`src/rtl/req_gnt_mon_pkg.sv`:
```
`default_nettype none
// ============================================================================
// Module      : req_gnt_mon_pkg
// Description : Shared types and helpers for the req/gnt latency monitor:
//               per-channel FSM states, per-sample result codes and a
//               popcount helper used by the statistics counters.
// Revision    : 1.0 - initial release
// ============================================================================
package req_gnt_mon_pkg;

    // Per-channel monitor state: waiting for a request, or waiting for its grant
    typedef enum logic [0:0] {
        IDLE = 1'b0,
        WAIT = 1'b1
    } ch_state_e;

    // Outcome decided by one sample of req/gnt on one channel
    typedef enum logic [2:0] {
        NONE     = 3'd0,
        PASS     = 3'd1,
        EARLY    = 3'd2,
        TIMEOUT  = 3'd3,
        SPURIOUS = 3'd4
    } result_e;

    // Number of set bits in a vector of up to 32 channels (result fits 0..32)
    function automatic logic [5:0] popcount32(input logic [31:0] v);
        logic [5:0] n;
        n = '0;
        for (int i = 0; i < 32; i++) begin
            n = n + {5'd0, v[i]};
        end
        return n;
    endfunction

endpackage : req_gnt_mon_pkg
`default_nettype wire

```
`src/rtl/req_gnt_mon_ch.sv`:
```
`default_nettype none
// ============================================================================
// Module      : req_gnt_mon_ch
// Description : One req/gnt channel checker. Measures the latency from a
//               request accepted in IDLE to its grant and reports exactly one
//               registered outcome per decided sample (pass / early /
//               timeout / spurious grant).
// Revision    : 1.0 - initial release
// ============================================================================
module req_gnt_mon_ch
    import req_gnt_mon_pkg::*;
#(
    parameter int MIN_LAT = 3,
    parameter int MAX_LAT = 5
) (
    input  logic clk,
    input  logic reset,          // synchronous, active-low
    input  logic i_req,
    input  logic i_gnt,
    output logic o_busy,
    output logic o_pass,
    output logic o_err_early,
    output logic o_err_timeout,
    output logic o_err_spurious
);

    localparam int                 c_LAT_W   = $clog2(MAX_LAT + 1);
    localparam logic [c_LAT_W-1:0] c_LAT_ONE = c_LAT_W'(1);

    ch_state_e          r_state;
    logic [c_LAT_W-1:0] r_lat;      // cycles elapsed since the request was taken
    result_e            r_result;   // outcome of the previous sample, one cycle wide

    // Channel FSM: tracks the outstanding request and registers the outcome.
    // The latency compares are done in int so a zero MIN_LAT stays a plain,
    // always-true compare instead of an unsigned ">= 0".
    always_ff @(posedge clk) begin
        if (!reset) begin
            r_state  <= IDLE;
            r_lat    <= '0;
            r_result <= NONE;
        end else begin
            r_result <= NONE;
            case (r_state)
                IDLE: begin
                    if (i_req && i_gnt) begin
                        // Zero-latency grant: only legal when the window opens at 0
                        r_result <= (MIN_LAT == 0) ? PASS : EARLY;
                    end else if (i_req) begin
                        r_state <= WAIT;
                        r_lat   <= c_LAT_ONE;
                    end else if (i_gnt) begin
                        r_result <= SPURIOUS;
                    end
                end
                WAIT: begin
                    // Requests seen here are deliberately ignored (no queueing)
                    if (i_gnt) begin
                        // r_lat never exceeds MAX_LAT here, so only the low bound matters
                        r_result <= (int'(r_lat) >= MIN_LAT) ? PASS : EARLY;
                        r_state  <= IDLE;
                        r_lat    <= '0;
                    end else if (int'(r_lat) >= MAX_LAT) begin
                        r_result <= TIMEOUT;
                        r_state  <= IDLE;
                        r_lat    <= '0;
                    end else begin
                        r_lat <= r_lat + c_LAT_ONE;
                    end
                end
                default: begin
                    r_state <= IDLE;
                    r_lat   <= '0;
                end
            endcase
        end
    end

    // Outputs decode registered state only, so they are glitch-free and one-hot
    assign o_busy         = (r_state == WAIT);
    assign o_pass         = (r_result == PASS);
    assign o_err_early    = (r_result == EARLY);
    assign o_err_timeout  = (r_result == TIMEOUT);
    assign o_err_spurious = (r_result == SPURIOUS);

endmodule : req_gnt_mon_ch
`default_nettype wire

```
`src/rtl/req_gnt_monitor.sv`:
```
`default_nettype none
// ============================================================================
// Module      : req_gnt_monitor
// Description : Multi-channel request/grant latency monitor. Each channel is
//               checked by its own req_gnt_mon_ch instance; this level keeps
//               the per-channel sticky error flags and, optionally, saturating
//               pass/fail event counters.
// Config      : define REQ_GNT_MONITOR_STATS_EN to build pass_cnt / fail_cnt.
// Revision    : 1.0 - initial release
// ============================================================================
module req_gnt_monitor
    import req_gnt_mon_pkg::*;
#(
    parameter int NUM_CH  = 3,
    parameter int MIN_LAT = 3,
    parameter int MAX_LAT = 5,
    parameter int CNT_W   = 16
) (
    input  logic              clk,
    input  logic              reset,        // synchronous, active-low
    input  logic [NUM_CH-1:0] req,
    input  logic [NUM_CH-1:0] gnt,
    output logic [NUM_CH-1:0] busy,
    output logic [NUM_CH-1:0] pass,
    output logic [NUM_CH-1:0] err_early,
    output logic [NUM_CH-1:0] err_timeout,
    output logic [NUM_CH-1:0] err_spurious,
    output logic [NUM_CH-1:0] err_sticky
`ifdef REQ_GNT_MONITOR_STATS_EN
    ,
    output logic [CNT_W-1:0]  pass_cnt,
    output logic [CNT_W-1:0]  fail_cnt
`endif
);

    // Reject parameter sets the channel logic was not built for
    if (NUM_CH < 1 || NUM_CH > 32 || MAX_LAT < 1 || MIN_LAT < 0 ||
        MIN_LAT > MAX_LAT || CNT_W < 1) begin : g_param_check
        $error("req_gnt_monitor: illegal parameter combination");
    end

    logic [NUM_CH-1:0] w_err_now;
    logic [NUM_CH-1:0] r_sticky;

    // One independent checker per channel
    for (genvar g = 0; g < NUM_CH; g++) begin : g_ch
        req_gnt_mon_ch #(
            .MIN_LAT (MIN_LAT),
            .MAX_LAT (MAX_LAT)
        ) u_ch (
            .clk            (clk),
            .reset          (reset),
            .i_req          (req[g]),
            .i_gnt          (gnt[g]),
            .o_busy         (busy[g]),
            .o_pass         (pass[g]),
            .o_err_early    (err_early[g]),
            .o_err_timeout  (err_timeout[g]),
            .o_err_spurious (err_spurious[g])
        );
    end

    assign w_err_now = err_early | err_timeout | err_spurious;

    // Sticky flags remember every error pulse until the next reset
    always_ff @(posedge clk) begin
        if (!reset) begin
            r_sticky <= '0;
        end else begin
            r_sticky <= r_sticky | w_err_now;
        end
    end

    // Including the live pulse makes the flag rise together with the pulse
    assign err_sticky = r_sticky | w_err_now;

`ifdef REQ_GNT_MONITOR_STATS_EN
    // Six guard bits hold the carry of adding up to 32 events per cycle
    localparam int c_SUM_W = CNT_W + 6;

    logic [CNT_W-1:0]   r_pass_cnt;
    logic [CNT_W-1:0]   r_fail_cnt;
    logic [c_SUM_W-1:0] w_pass_sum;
    logic [c_SUM_W-1:0] w_fail_sum;

    assign w_pass_sum = c_SUM_W'(r_pass_cnt) + c_SUM_W'(popcount32(32'(pass)));
    assign w_fail_sum = c_SUM_W'(r_fail_cnt) + c_SUM_W'(popcount32(32'(w_err_now)));

    // Event counters: any carry into the guard bits pins the count at all-ones
    always_ff @(posedge clk) begin
        if (!reset) begin
            r_pass_cnt <= '0;
            r_fail_cnt <= '0;
        end else begin
            r_pass_cnt <= (|w_pass_sum[c_SUM_W-1:CNT_W]) ? '1 : w_pass_sum[CNT_W-1:0];
            r_fail_cnt <= (|w_fail_sum[c_SUM_W-1:CNT_W]) ? '1 : w_fail_sum[CNT_W-1:0];
        end
    end

    assign pass_cnt = r_pass_cnt;
    assign fail_cnt = r_fail_cnt;
`endif

endmodule : req_gnt_monitor
`default_nettype wire

```
`config.mk`:
```
export PLATFORM = sky130hd
export DESIGN_NAME = req_gnt_monitor
export DESIGN_NICKNAME = d
export VERILOG_FILES = /design/src/rtl/req_gnt_mon_pkg.sv /design/src/rtl/req_gnt_mon_ch.sv /design/src/rtl/req_gnt_monitor.sv
export SDC_FILE = /design/constraint.sdc
export NUM_CORES = 1
export LEC_CHECK = 0
export ABC_CLOCK_PERIOD_IN_PS = 4000
export CELL_PAD_IN_SITES_DETAIL_PLACEMENT = 1
export CELL_PAD_IN_SITES_GLOBAL_PLACEMENT = 2
export CORE_MARGIN = 5
export CORE_UTILIZATION = 32
export DETAILED_ROUTE_END_ITERATION = 10
export HOLD_SLACK_MARGIN = 0.12
export PLACE_DENSITY_LB_ADDON = 0.1
export SYNTH_ARGS = -nofsm -noshare
export SYNTH_HDL_FRONTEND = slang
export SYNTH_HIERARCHICAL = 1
export SYNTH_SLANG_ARGS = --single-unit
```
`constraint.sdc`:
```
create_clock -name clk -period 4 [get_ports clk]
set_input_delay 1.2 -clock clk [delete_from_list [all_inputs] [get_ports clk]]
set_output_delay 1.2 -clock clk [all_outputs]
set_load 0.02 [all_outputs]
```
Yosys cells after proc, flatten, opt, wreduce, memory -nomap -nowiden

Index checks and enable logic that the tools add are counted.

Output and inout port bits: 18
Input bits: 8
Logic and storage cells: 100
Register bits after elaboration: 24

Mux-type cells: 51
Order comparisons: 6
Reduce and logical (&&, ||, !) cells: 6
Add/subtract/negate cells: 3
Equality and inequality tests: 18
Bitwise logic cells: 6

Operators by type and width:

| cell                                                 | number |
|---|---|
| two-way mux 3 bit                                    | 24 |
| one-hot mux 3 bit (2 select lines)                   | 6 |
| == test 3 x 2 -> 1 bit (second input constant)       | 6 |
| two-way mux 1 bit                                    | 12 |
| two-way mux 2 bit                                    | 6 |
| != test 2 bit (second input constant)                | 6 |
| adder 3 x 1 -> 3 bit (second input constant)         | 3 |
| == test 3 x 1 -> 1 bit (second input constant)       | 3 |
| == test 3 bit (second input constant)                | 3 |
| >= comparator 3 x 2 -> 1 bit (second input constant) | 3 |
| >= comparator 3 bit (second input constant)          | 3 |
| bitwise OR 3 bit                                     | 3 |
| one-hot mux 1 bit (2 select lines)                   | 3 |
| AND reduction 2 bit                                  | 3 |
| logical AND 1 bit                                    | 3 |
| inverter 1 bit                                       | 3 |

Longest topological paths before layout

Word-level depth: 4
Mapped depth: 5
Mapped depth without buffers: 5

Hierarchy

The synthesis kept the hierarchy.

By module, submodules not included:

| module                            | cells each | area an instance (um2) | seq. area each (um2) | instances |
|---|---|---|---|---|
| req_gnt_mon_ch (g_ch[0].u_ch ...) | 40         | 367.9                  | 140.1                | 2 |
| req_gnt_mon_ch (g_ch[2].u_ch)     | 42         | 375.4                  | 140.1                | 1 |
| req_gnt_monitor                   | 9          | 116.4                  | 60.1                 | 1 |

Least setup slack after synthesis

Ideal clock, no wire load.

Path kind: reg2out
Start: reg g_ch[0].u_ch.r_result[1]
End: out err_sticky[0]
Stages on the path, launching flop included: 3
Data required time: 2.800 ns
Data arrival time: 1.292 ns
Slack: 1.508 ns
Path buffers: 0
Path through: dfxtp_1 -> nor3b_1 -> or4_1

Word-level cells in the longest chain between the ends: 4
Elaborated cells on any way between the ends: 6
Those cells by class: 3 x eq/ne; 3 x bitwise

Ends and longest elaborated chain:

| what                           | RTL line              | source |
|---|---|---|
| start: declaration             | req_gnt_mon_ch.sv:32  | `result_e r_result;` |
| start signal: assignment       | req_gnt_mon_ch.sv:48  | `r_result <= (MIN_LAT == 0) ? PASS : EARLY;` |
| start signal: assignment       | req_gnt_mon_ch.sv:60  | `r_result <= (int'(r_lat) >= MIN_LAT) ? PASS : EARLY;` |
| == test 3 x 2 -> 1 bit         | req_gnt_mon_ch.sv:82  | `assign o_err_early = (r_result == EARLY);` |
| net err_early[0]               | req_gnt_monitor.sv:25 | `output logic [NUM_CH-1:0] err_early,` |
| bitwise OR 3 bit (2 in series) | req_gnt_monitor.sv:63 | `assign w_err_now = err_early \| err_timeout \| err_spurious;` |
| bitwise OR 3 bit               | req_gnt_monitor.sv:75 | `assign err_sticky = r_sticky \| w_err_now;` |
| end: declaration               | req_gnt_monitor.sv:28 | `output logic [NUM_CH-1:0] err_sticky` |

The timed path passes the listed nets, and every way through them passes these cells.

Final worst setup path

Start: reg g_ch[1].u_ch.r_result[2]
End: out err_sticky[1]

Word-level cells in the longest chain between the ends: 4
Elaborated cells on any way between the ends: 6
Those cells by class: 3 x eq/ne; 3 x bitwise

Ends and longest elaborated chain:

| what                                      | RTL line |
|---|---|
| start: declaration                        | req_gnt_mon_ch.sv:32 |
| start signal: assignment                  | req_gnt_mon_ch.sv:48 |
| start signal: assignment                  | req_gnt_mon_ch.sv:60 |
| == test 3 x 2 -> 1 bit (on tied branches) | req_gnt_mon_ch.sv:82, req_gnt_mon_ch.sv:83 |
| bitwise OR 3 bit                          | req_gnt_monitor.sv:63 |
| bitwise OR 3 bit *                        | req_gnt_monitor.sv:63 |
| bitwise OR 3 bit *                        | req_gnt_monitor.sv:75 |

Mark *: on every way between the ends. The rest lies on a longest branch, timed or not.

==> results.cfg <==
[status]
outcome = completed

[grt]
grt_usage = 0.121
grt_max_degree = 25
globalRouteOverflowTotal = 0
antenna_found_initial = 0
grt_pass1_vias = 1091
grt_pass1_wl_um = 5060

[critical_path]
critPathMaxFanout = 4
required_ns = 2.80
crit_arrival_ns = 1.93
start_kind = flop
end_kind = output pin
setup.worst_path.class = flop to output pin

[clock_network]
clkTransAtPathRegs_ns = 0.08
clockBufferDepth = 2
h-tree-depth = 1
post_cts_buffers = 0
cts_hold_buf = 0
cts_tree = done
clk-insertion-delay-late_ns = 0.27
cts_made_buffers = 3
cts-root-buf = clkbuf_8
numClockSinks = 24
post_cts_resized = 0

[placement]
hpwlAfterDp_um = 2230
dpl_worst_slack_ns = 1.08
place_congestion = 0.708
post-place-cells = 201
io_buffers = 25
placed_area_mm2 = 0.00153

[yosys]
netlist_top_cells_area = dfxtp_1, ha_1, nor3b_1
syn_inst = 131
seq_area_frac_synth = 0.391
netlist.area_leader.share = 0.391
synth_largest_area_cell = dfxtp_1
ys.warnings.count = 6
ys_ff_latch = 24
avgSynthCellArea_um2 = 9.37
yosysUniqueCellTypes = 29
synth.cell_area_mm2 = 0.00123
syn_nets = 148

[drt]
via_count = 1087
post-route-drc-count = 0
initialDrtViolationCount = 59
wl_um = 2900
ant_nets = 0
wl_per_cell_um = 14.1
via_per_inst = 5.30
firstDrtPassIters = 4

[die]
core_region_area_mm2 = 0.00369
rows = 22
die_h_um = 71.9
dieArea_mm2 = 0.00517
ios = 26
die_x_um = 71.9
initial_core_util = 0.333

[sta]
period_share = 0.784
slew_violations = 0
worst_slack_ns = 0.866
hold_viol = 0
setup_tns_ns = 0
tightest_slew_ns = 0.825
finClkSkew_ns = 0.00113
setup_viol = 0
relSlewSlack = 0.448
period_minus_slack_ns = 3.13
clock.fmax_mhz = 319
rsz0062_at_grt = false

[final_layout]
final_common_cell = clkdlybuf4s50_1
n_antenna_cell = 0
finalNonFillerCells = 205
syn2layout_area_growth_pct = 29.0
layout.nets = 175
fin_area_mm2 = 0.00158
drive_gt1_frac = 0.0510
mostFrequentLayoutCells = clkdlybuf4s50_1, dfxtp_1, nand2_1
final_util = 0.429

[pwr]
power_density_mw_per_mm2 = 329
ir_drop_mv = 0.172
p_leak_nw = 0.619

[min_path]
hp-class = flop to flop

[job]
maxCapViolCount = 0
==> synthesized netlist by cell type, drive strengths merged <==
cell type / instances
nand3b: 7
nor4b: 2
nor2b: 1
o22ai: 2
nand2: 11
and3: 4
and3b: 3
buf: 1
inv: 10
o32ai: 5
a21o: 2
o21ai: 7
nor4: 3
a21oi: 1
a31oi: 1
a21boi: 2
ha: 9
or4: 3
a211o: 5
clkbuf: 3
nor2: 5
nor3: 3
o41a: 3
dfxtp: 24
o2111a: 3
or2: 2
nor3b: 9
==> path summary, 6_finish.rpt <==
check,startpoint,endpoint,slack (ns),cells past startpoint
max,g_ch[1].u_ch/r_result[2]$_SDFF_PP0_,err_sticky[1],0.87,3
min,r_sticky[0]$_SDFF_PN0_,r_sticky[0]$_SDFF_PN0_,0.47,1
max reg2reg,g_ch[0].u_ch/r_lat[0]$_SDFFE_PN0P_,g_ch[0].u_ch/r_result[1]$_SDFF_PN0_,2.44,5
min reg2reg,r_sticky[0]$_SDFF_PN0_,r_sticky[0]$_SDFF_PN0_,0.47,1
==> flip-flops by register name (all words and copies together) (netlist names) <==
name                count
g_ch.u_ch/r_result      9
g_ch.u_ch/r_lat         9
r_sticky                3
g_ch.u_ch/o_busy        3
==> metrics by stage <==
step                power [mW]  hold WS, ns
floorplan                0.320        0.433
global placement         0.359        0.447
detailed placement       0.361        0.457
CTS                      0.532        0.478
global route             0.546        0.489
finish                   0.521        0.474
==> cell families after synthesis <==
logic type / share of synthesized area
adders and majority gates: 0.0917
and+or+nand+nor: 0.264
DFF: 0.391
AOI/OAI and AO/OA: 0.208
buffers and inverters: 0.0448
==> final cells by class <==
| type | count | area (um2) |
|---|---|---|
| Tap cell | 48 | 60.1 |
| Multi-Input combinational cell | 93 | 692 |
| Inverter | 10 | 37.5 |
| Timing Repair Buffer | 26 | 258 |
| Fill cell | 435 | 2110 |
| Clock buffer | 4 | 55.1 |
| Sequential cell | 24 | 480 |
==> per-layer routing <==
layer | up-vias | global-route usage | part of all wire
li1 | 544 | - | -
met1 | 515 | 0.145 | 0.46
met2 | 22 | 0.204 | 0.46
met3 | 6 | 0.0346 | 0.056
met4 | 0 | 0.0501 | 0.020
met5 | - | 0 | 0
==> worst max-delay path, stage by stage (launching register included) <==
cell and delay (ns):
dfxtp_1 0.37, and3b_1 0.22, or4_1 0.53, clkdlybuf4s50_1 0.55
==> power breakdown <==
part | internal (mW) | switching [mW]
clock | 0.0880 | 0.0791
sequential | 0.250 | 0.0149
combinational | 0.0453 | 0.0437
(Power assumes the default switching activity.)
